### src/rtl/lm32_tlb_maint_ctrl_pkg.sv
// Shared TLB maintenance definitions: operation codes, sequencer states and
// geometry helpers used identically by the ITLB and DTLB instances.
package lm32_tlb_maint_ctrl_pkg;

   typedef enum logic [1:0] {
      LM32_TLB_OP_RSVD       = 2'b00,
      LM32_TLB_OP_FLUSH      = 2'b01,
      LM32_TLB_OP_UPDATE     = 2'b10,
      LM32_TLB_OP_INVALIDATE = 2'b11
   } tlb_op_e;

   typedef enum logic [1:0] {
      LM32_TLB_ST_IDLE  = 2'b00,
      LM32_TLB_ST_WRITE = 2'b01,
      LM32_TLB_ST_FLUSH = 2'b10,
      LM32_TLB_ST_NOP   = 2'b11
   } tlb_state_e;

   // Entry layout is {valid, tag, pfn}; the tag covers what the index does not.
   function automatic int tlb_entry_width(input int sets, input int page);
      return 1 + (32 - $clog2(page) - $clog2(sets)) + (32 - $clog2(page));
   endfunction

endpackage

### src/rtl/lm32_rr_arb2.sv
// Two-input round-robin arbiter; the pointer names the requester favoured on
// the next contended grant and flips to the other side after each acceptance.
module lm32_rr_arb2 (
   input  logic       clk_i,
   input  logic       rst_i,
   input  logic [1:0] valid_i,
   input  logic       accept_i,
   output logic [1:0] grant_o,
   output logic       grant_id_o
);

   logic rr_ptr_q;
   logic rr_ptr_d;

   always_comb begin
      grant_id_o = rr_ptr_q;
      if (valid_i == 2'b01) begin
         grant_id_o = 1'b0;
      end else if (valid_i == 2'b10) begin
         grant_id_o = 1'b1;
      end

      grant_o = 2'b00;
      if (valid_i != 2'b00) begin
         grant_o = grant_id_o ? 2'b10 : 2'b01;
      end

      rr_ptr_d = rr_ptr_q;
      if (accept_i) begin
         rr_ptr_d = ~grant_id_o;
      end
   end

   always_ff @(posedge clk_i) begin
      if (rst_i) begin
         rr_ptr_q <= 1'b0;
      end else begin
         rr_ptr_q <= rr_ptr_d;
      end
   end

endmodule

### src/rtl/lm32_tlb_maint_ctrl.sv
// TLB data RAM maintenance sequencer: arbitrates flush/update/invalidate
// requests from two sources and drives the RAM write port one entry per cycle.
module lm32_tlb_maint_ctrl
   import lm32_tlb_maint_ctrl_pkg::*;
#(
   parameter int tlb_sets  = 1024,
   parameter int page_size = 4096,
   localparam int index_width = $clog2(tlb_sets),
   localparam int offset_width = $clog2(page_size),
   localparam int vpfn_width  = 32 - offset_width,
   localparam int tag_width   = vpfn_width - index_width,
   localparam int entry_width = tlb_entry_width(tlb_sets, page_size)
) (
   input  logic                   clk_i,
   input  logic                   rst_i,
   input  logic                   r0_valid_i,
   input  logic [1:0]             r0_op_i,
   input  logic [31:0]            r0_vaddr_i,
   input  logic [31:0]            r0_paddr_i,
   output logic                   r0_ready_o,
   input  logic                   r1_valid_i,
   input  logic [1:0]             r1_op_i,
   input  logic [31:0]            r1_vaddr_i,
   input  logic [31:0]            r1_paddr_i,
   output logic                   r1_ready_o,
   output logic                   ram_we_o,
   output logic [index_width-1:0] ram_waddr_o,
   output logic [entry_width-1:0] ram_wdata_o,
   output logic                   lookup_block_o,
   output logic                   busy_o,
   output logic                   done_o,
   output logic                   done_id_o,
   output logic                   done_err_o
);

   localparam logic [index_width-1:0] last_index = index_width'(tlb_sets - 1);

   tlb_state_e             state_q, state_d;
   logic [index_width-1:0] flush_cnt_q, flush_cnt_d;
   tlb_op_e                op_q, op_d;
   logic [index_width-1:0] idx_q, idx_d;
   logic [tag_width-1:0]   tag_q, tag_d;
   logic [vpfn_width-1:0]  pfn_q, pfn_d;
   logic                   id_q, id_d;

   logic [1:0]  grant;
   logic        grant_id;
   logic        accept;
   logic [1:0]  sel_op;
   logic [31:0] sel_vaddr;
   logic [31:0] sel_paddr;
   logic        unused_offset_bits;

   assign accept = (state_q == LM32_TLB_ST_IDLE) && (r0_valid_i || r1_valid_i);

   lm32_rr_arb2 u_arb (
      .clk_i      (clk_i),
      .rst_i      (rst_i),
      .valid_i    ({r1_valid_i, r0_valid_i}),
      .accept_i   (accept),
      .grant_o    (grant),
      .grant_id_o (grant_id)
   );

   assign sel_op    = grant_id ? r1_op_i    : r0_op_i;
   assign sel_vaddr = grant_id ? r1_vaddr_i : r0_vaddr_i;
   assign sel_paddr = grant_id ? r1_paddr_i : r0_paddr_i;

   // Page-offset bits never reach the RAM entry.
   assign unused_offset_bits = ^{sel_vaddr[offset_width-1:0], sel_paddr[offset_width-1:0]};

   always_comb begin
      state_d     = state_q;
      flush_cnt_d = flush_cnt_q;
      op_d        = op_q;
      idx_d       = idx_q;
      tag_d       = tag_q;
      pfn_d       = pfn_q;
      id_d        = id_q;

      r0_ready_o  = 1'b0;
      r1_ready_o  = 1'b0;
      ram_we_o    = 1'b0;
      ram_waddr_o = '0;
      ram_wdata_o = '0;
      done_o      = 1'b0;
      done_id_o   = id_q;
      done_err_o  = 1'b0;

      unique case (state_q)
         LM32_TLB_ST_IDLE: begin
            done_id_o  = 1'b0;
            r0_ready_o = grant[0];
            r1_ready_o = grant[1];
            if (accept) begin
               op_d  = tlb_op_e'(sel_op);
               idx_d = sel_vaddr[offset_width +: index_width];
               tag_d = sel_vaddr[31 -: tag_width];
               pfn_d = sel_paddr[31 -: vpfn_width];
               id_d  = grant_id;
               unique case (tlb_op_e'(sel_op))
                  LM32_TLB_OP_FLUSH: begin
                     state_d     = LM32_TLB_ST_FLUSH;
                     flush_cnt_d = last_index;
                  end
                  LM32_TLB_OP_UPDATE,
                  LM32_TLB_OP_INVALIDATE: state_d = LM32_TLB_ST_WRITE;
                  default:                state_d = LM32_TLB_ST_NOP;
               endcase
            end
         end
         LM32_TLB_ST_WRITE: begin
            ram_we_o    = 1'b1;
            ram_waddr_o = idx_q;
            if (op_q == LM32_TLB_OP_UPDATE) begin
               ram_wdata_o = {1'b1, tag_q, pfn_q};
            end
            done_o  = 1'b1;
            state_d = LM32_TLB_ST_IDLE;
         end
         LM32_TLB_ST_FLUSH: begin
            ram_we_o    = 1'b1;
            ram_waddr_o = flush_cnt_q;
            if (flush_cnt_q == '0) begin
               done_o  = 1'b1;
               state_d = LM32_TLB_ST_IDLE;
            end else begin
               flush_cnt_d = flush_cnt_q - 1'b1;
            end
         end
         default: begin
            done_o     = 1'b1;
            done_err_o = 1'b1;
            state_d    = LM32_TLB_ST_IDLE;
         end
      endcase
   end

   assign busy_o         = (state_q != LM32_TLB_ST_IDLE);
   assign lookup_block_o = busy_o;

   // Reset lands directly in a full sweep so the RAM never holds stale entries.
   always_ff @(posedge clk_i) begin
      if (rst_i) begin
         state_q     <= LM32_TLB_ST_FLUSH;
         flush_cnt_q <= last_index;
         op_q        <= LM32_TLB_OP_RSVD;
         idx_q       <= '0;
         tag_q       <= '0;
         pfn_q       <= '0;
         id_q        <= 1'b0;
      end else begin
         state_q     <= state_d;
         flush_cnt_q <= flush_cnt_d;
         op_q        <= op_d;
         idx_q       <= idx_d;
         tag_q       <= tag_d;
         pfn_q       <= pfn_d;
         id_q        <= id_d;
      end
   end

endmodule

### config.mk
export PLATFORM = sky130hd
export DESIGN_NAME = lm32_tlb_maint_ctrl
export DESIGN_NICKNAME = d
export VERILOG_FILES = /design/src/rtl/lm32_tlb_maint_ctrl_pkg.sv /design/src/rtl/lm32_rr_arb2.sv /design/src/rtl/lm32_tlb_maint_ctrl.sv
export SDC_FILE = /design/constraint.sdc
export NUM_CORES = 1
export LEC_CHECK = 0
export ABC_AREA = 1
export BUFFER_PORTS_ARGS = -buffer_cell sky130_fd_sc_hd__buf_4
export CORE_AREA = 2 2 87 89
export DETAILED_ROUTE_END_ITERATION = 7
export DIE_AREA = 0 0 89 91
export GPL_ROUTABILITY_DRIVEN = 0
export PLACE_DENSITY = 0.88
export SETUP_SLACK_MARGIN = 0.1
export SLEW_MARGIN = 30
export SYNTH_ARGS = -nofsm -noshare
export SYNTH_HDL_FRONTEND = slang
export SYNTH_SLANG_ARGS = --single-unit
### constraint.sdc
create_clock -name clk_i -period 2.35 [get_ports clk_i]
set_clock_uncertainty 0.15 [all_clocks]
set_input_delay 0.235 -clock clk_i [delete_from_list [all_inputs] [get_ports clk_i]]
set_output_delay 0.235 -clock clk_i [all_outputs]
set_load 0.03 [all_outputs]
==> metrics.yaml <==
post_drt_via_cell_ratio: 5.10
relSlewSlack_pct: 67.3
slowest_delay_ns: 0.40
crit_type: "reg -> out"
detailedPlacementHpwl_um: 6950
clk_latency_ns: 0.31
setup_viol: 0
syn_area_per_cell_um2: 6.50
most-common-layout-cells: "152 x buf_4, 131 x nand2_1, 69 x nor2_1"
power_uw: 4860
grt_pass1_vias: 3548
drt_iter0_drc: 204
r2r_slack_ns: 0.31
areaGrowthSynthToFinish_pct: 44.7
antenna_found_initial: 0
path_delay_family: "buffers and inverters"
synthesis.area_um2: 3080
final_layout_size_suffix_gt1_share_pct: 29.9
cts-htree-levels: 2
worstPathRequired_ns: 1.97
finalSetupTns_ns: 0
antenna_left: 0
synth_flop_cell: "dfxtp_1"
switching_share_pct: 48.6
grt_max_degree: 46
crit_buf_inv: 3
power.share.combinational_pct: 61.5
dieHeight_um: 91
fp.dieW_um: 89
drt-total-wl_um: 9890
overflow: 0
synth_edf_count: 0
grt_pass1_wl_um: 15700
hold_path_class: "in -> reg"
synth-seq-cells: 56
drt_first_pass_iters: 5
maxCapViolations: 0
seqPwrFrac_pct: 27.5
rsz0062_at_grt: "no"
wire_per_inst_um: 13.7
holdWs_ns: 0.0123
cts_buffers: 5
syn_nets: 614
num_antenna_cells: 0
hold_viol: 0
crit_fanout: 10
ios: 185
synth_cell_types: 29
core-area_um2: 7140
fill_cells: 595
min_period_over_period_pct: 92.1
port-buffer-count: 136
seqCellArea_um2: 1120
p_int_uw: 2500
clock_sinks: 56
setup.worst_path.end_class: "output port"
p_sw_uw: 2360
synth.yosys.seq_area_share_pct: 36.4
power_density_nw_per_um2: 1090
yosys.area.top_type: "dfxtp_1"
drc_errors: 0
crit_path_start_kind: "register"
final_common_cell: "buf_4"
yosys_warnings: 0
ir_drop_mv: 0.457
cts_root_buf: "clkbuf_8"
cts_tree: "built"
slowest_stage: "dfxtp_1"
worst_slew_pin_slew_ns: 0.491
initial_core_util_pct: 43.1
pwr-share-clk_pct: 11.1
p_leak_uw: 0.00205
rows: 31
fmax_ghz: 0.462
grt.total_usage_pct: 24.0
cp_cell_sequence: "inv_1, ha_1, clkinv_2, a21oi_1, buf_4"
synth-async-reset-ratio_pct: 0
final_nets: 763
post-route-min-period_ns: 2.16
synthTopCellsByArea: "dfxtp_1 36%, nand2_1 16%, nor2_1 8.4%"
clk_pin_slew_ns: 0.10
multi_input_area_um2: 1610
die_area_um2: 8100
arrival_ns: 1.78
syn_inst: 473
vias: 3680
clockBufferDepth: 2
yosys.area.top_type_share_pct: 36.4
maxSlewViolCount: 0
utilization_pct: 62.4
status: "finished, final reports clean"
[kinds of logic after synthesis]
logic type / share of synthesized area (%)
adders and majority gates: 2.03
buffers and inverters: 11.3
DFF: 36.4
AOI/OAI and AO/OA: 15.2
and+or+nand+nor: 35.0
[flip-flops by register name, summed over array words and instances (netlist names)]
signal and flops:
id_q 1, u_arb.rr_ptr_q 1, tag_q 10, pfn_q 20
op_q 2, flush_cnt_q 10, idx_q 10, state_q 2
[power groups by stage]
stage	Combinational, uW	Sequential, uW	Clock (uW)
final	2980	1330	538
after global routing	3250	1350	587
after global placement	2830	1330	0
after floorplan	2060	1310	0
after CTS	2940	1330	553
after detailed placement	2900	1350	0
[worst reg2reg max path, delay by kind of cell, from the launching register on]
kind,cells,cell delay [ns]
fa+ha+maj,1,0.23
flops,1,0.36
compound gates,1,0.18
buf+inv,5,0.62
simple gates,3,0.46
[timing repair]
action                                  CTS  global route
cloned                                    0             0
endpoints found under the setup margin    1             2
pin swaps                                 0             1
hold endpoints to repair                 16             0
gates resized for setup                   1             2
hold buffers                             16             0
buffers inserted                          0             5
[stage by stage]
stage | cells | cell area, um2 | setup WS [ns]
2_1_floorplan | 473 | 3080 | 0.306
3_3_place_gp | 693 | 4160 | 0.377
3_5_place_dp | 693 | 4160 | 0.294
4_1_cts | 717 | 4410 | 0.111
5_1_grt | 722 | 4450 | 0.0976
6_report | 722 | 4450 | 0.185
[final cells by class]
| type | count | area share, % |
|---|---|---|
| Tap cell | 99 | 2.78 |
| Multi-Input combinational cell | 340 | 36.1 |
| Timing Repair Buffer | 169 | 29.7 |
| Sequential cell | 56 | 25.2 |
| Clock inverter | 2 | 0.365 |
| Inverter | 50 | 4.30 |
| Clock buffer | 6 | 1.63 |
[path summary, 6_finish.rpt]
path	startpoint	end	cells after the start
worst max register to register	state_q[0]	pfn_q[10]	10
worst min-delay path	r1_vaddr_i[26]	tag_q[4]	3
worst max-delay path	state_q[0]	ram_waddr_o[6]	5
worst min register to register	id_q	id_q	2
[routing by layer]
metal / GRT usage (%) / share of wire [%] / vias up
met2: 40.4 / 50 / 186
met3: 5.45 / 9.0 / 28
met5: 0 / 0 / -
met4: 8.58 / 2.6 / 0
met1: 29.5 / 39 / 1674
li1: - / - / 1792
[cells in the mapped netlist, types with 4 or more instances]
| library cell | instances |
|---|---|
| a21oi_1 | 41 |
| a31oi_1 | 16 |
| buf_2 | 6 |
| buf_4 | 4 |
| buf_6 | 5 |
| clkbuf_1 | 10 |
| dfxtp_1 | 56 |
| ha_1 | 5 |
| inv_1 | 46 |
| nand2_1 | 131 |
| nand2_2 | 4 |
| nand3_1 | 21 |
| nand3_2 | 10 |
| nor2_1 | 69 |
| o21ai_0 | 8 |
| o21ai_1 | 23 |
(Power assumes the default switching activity.)
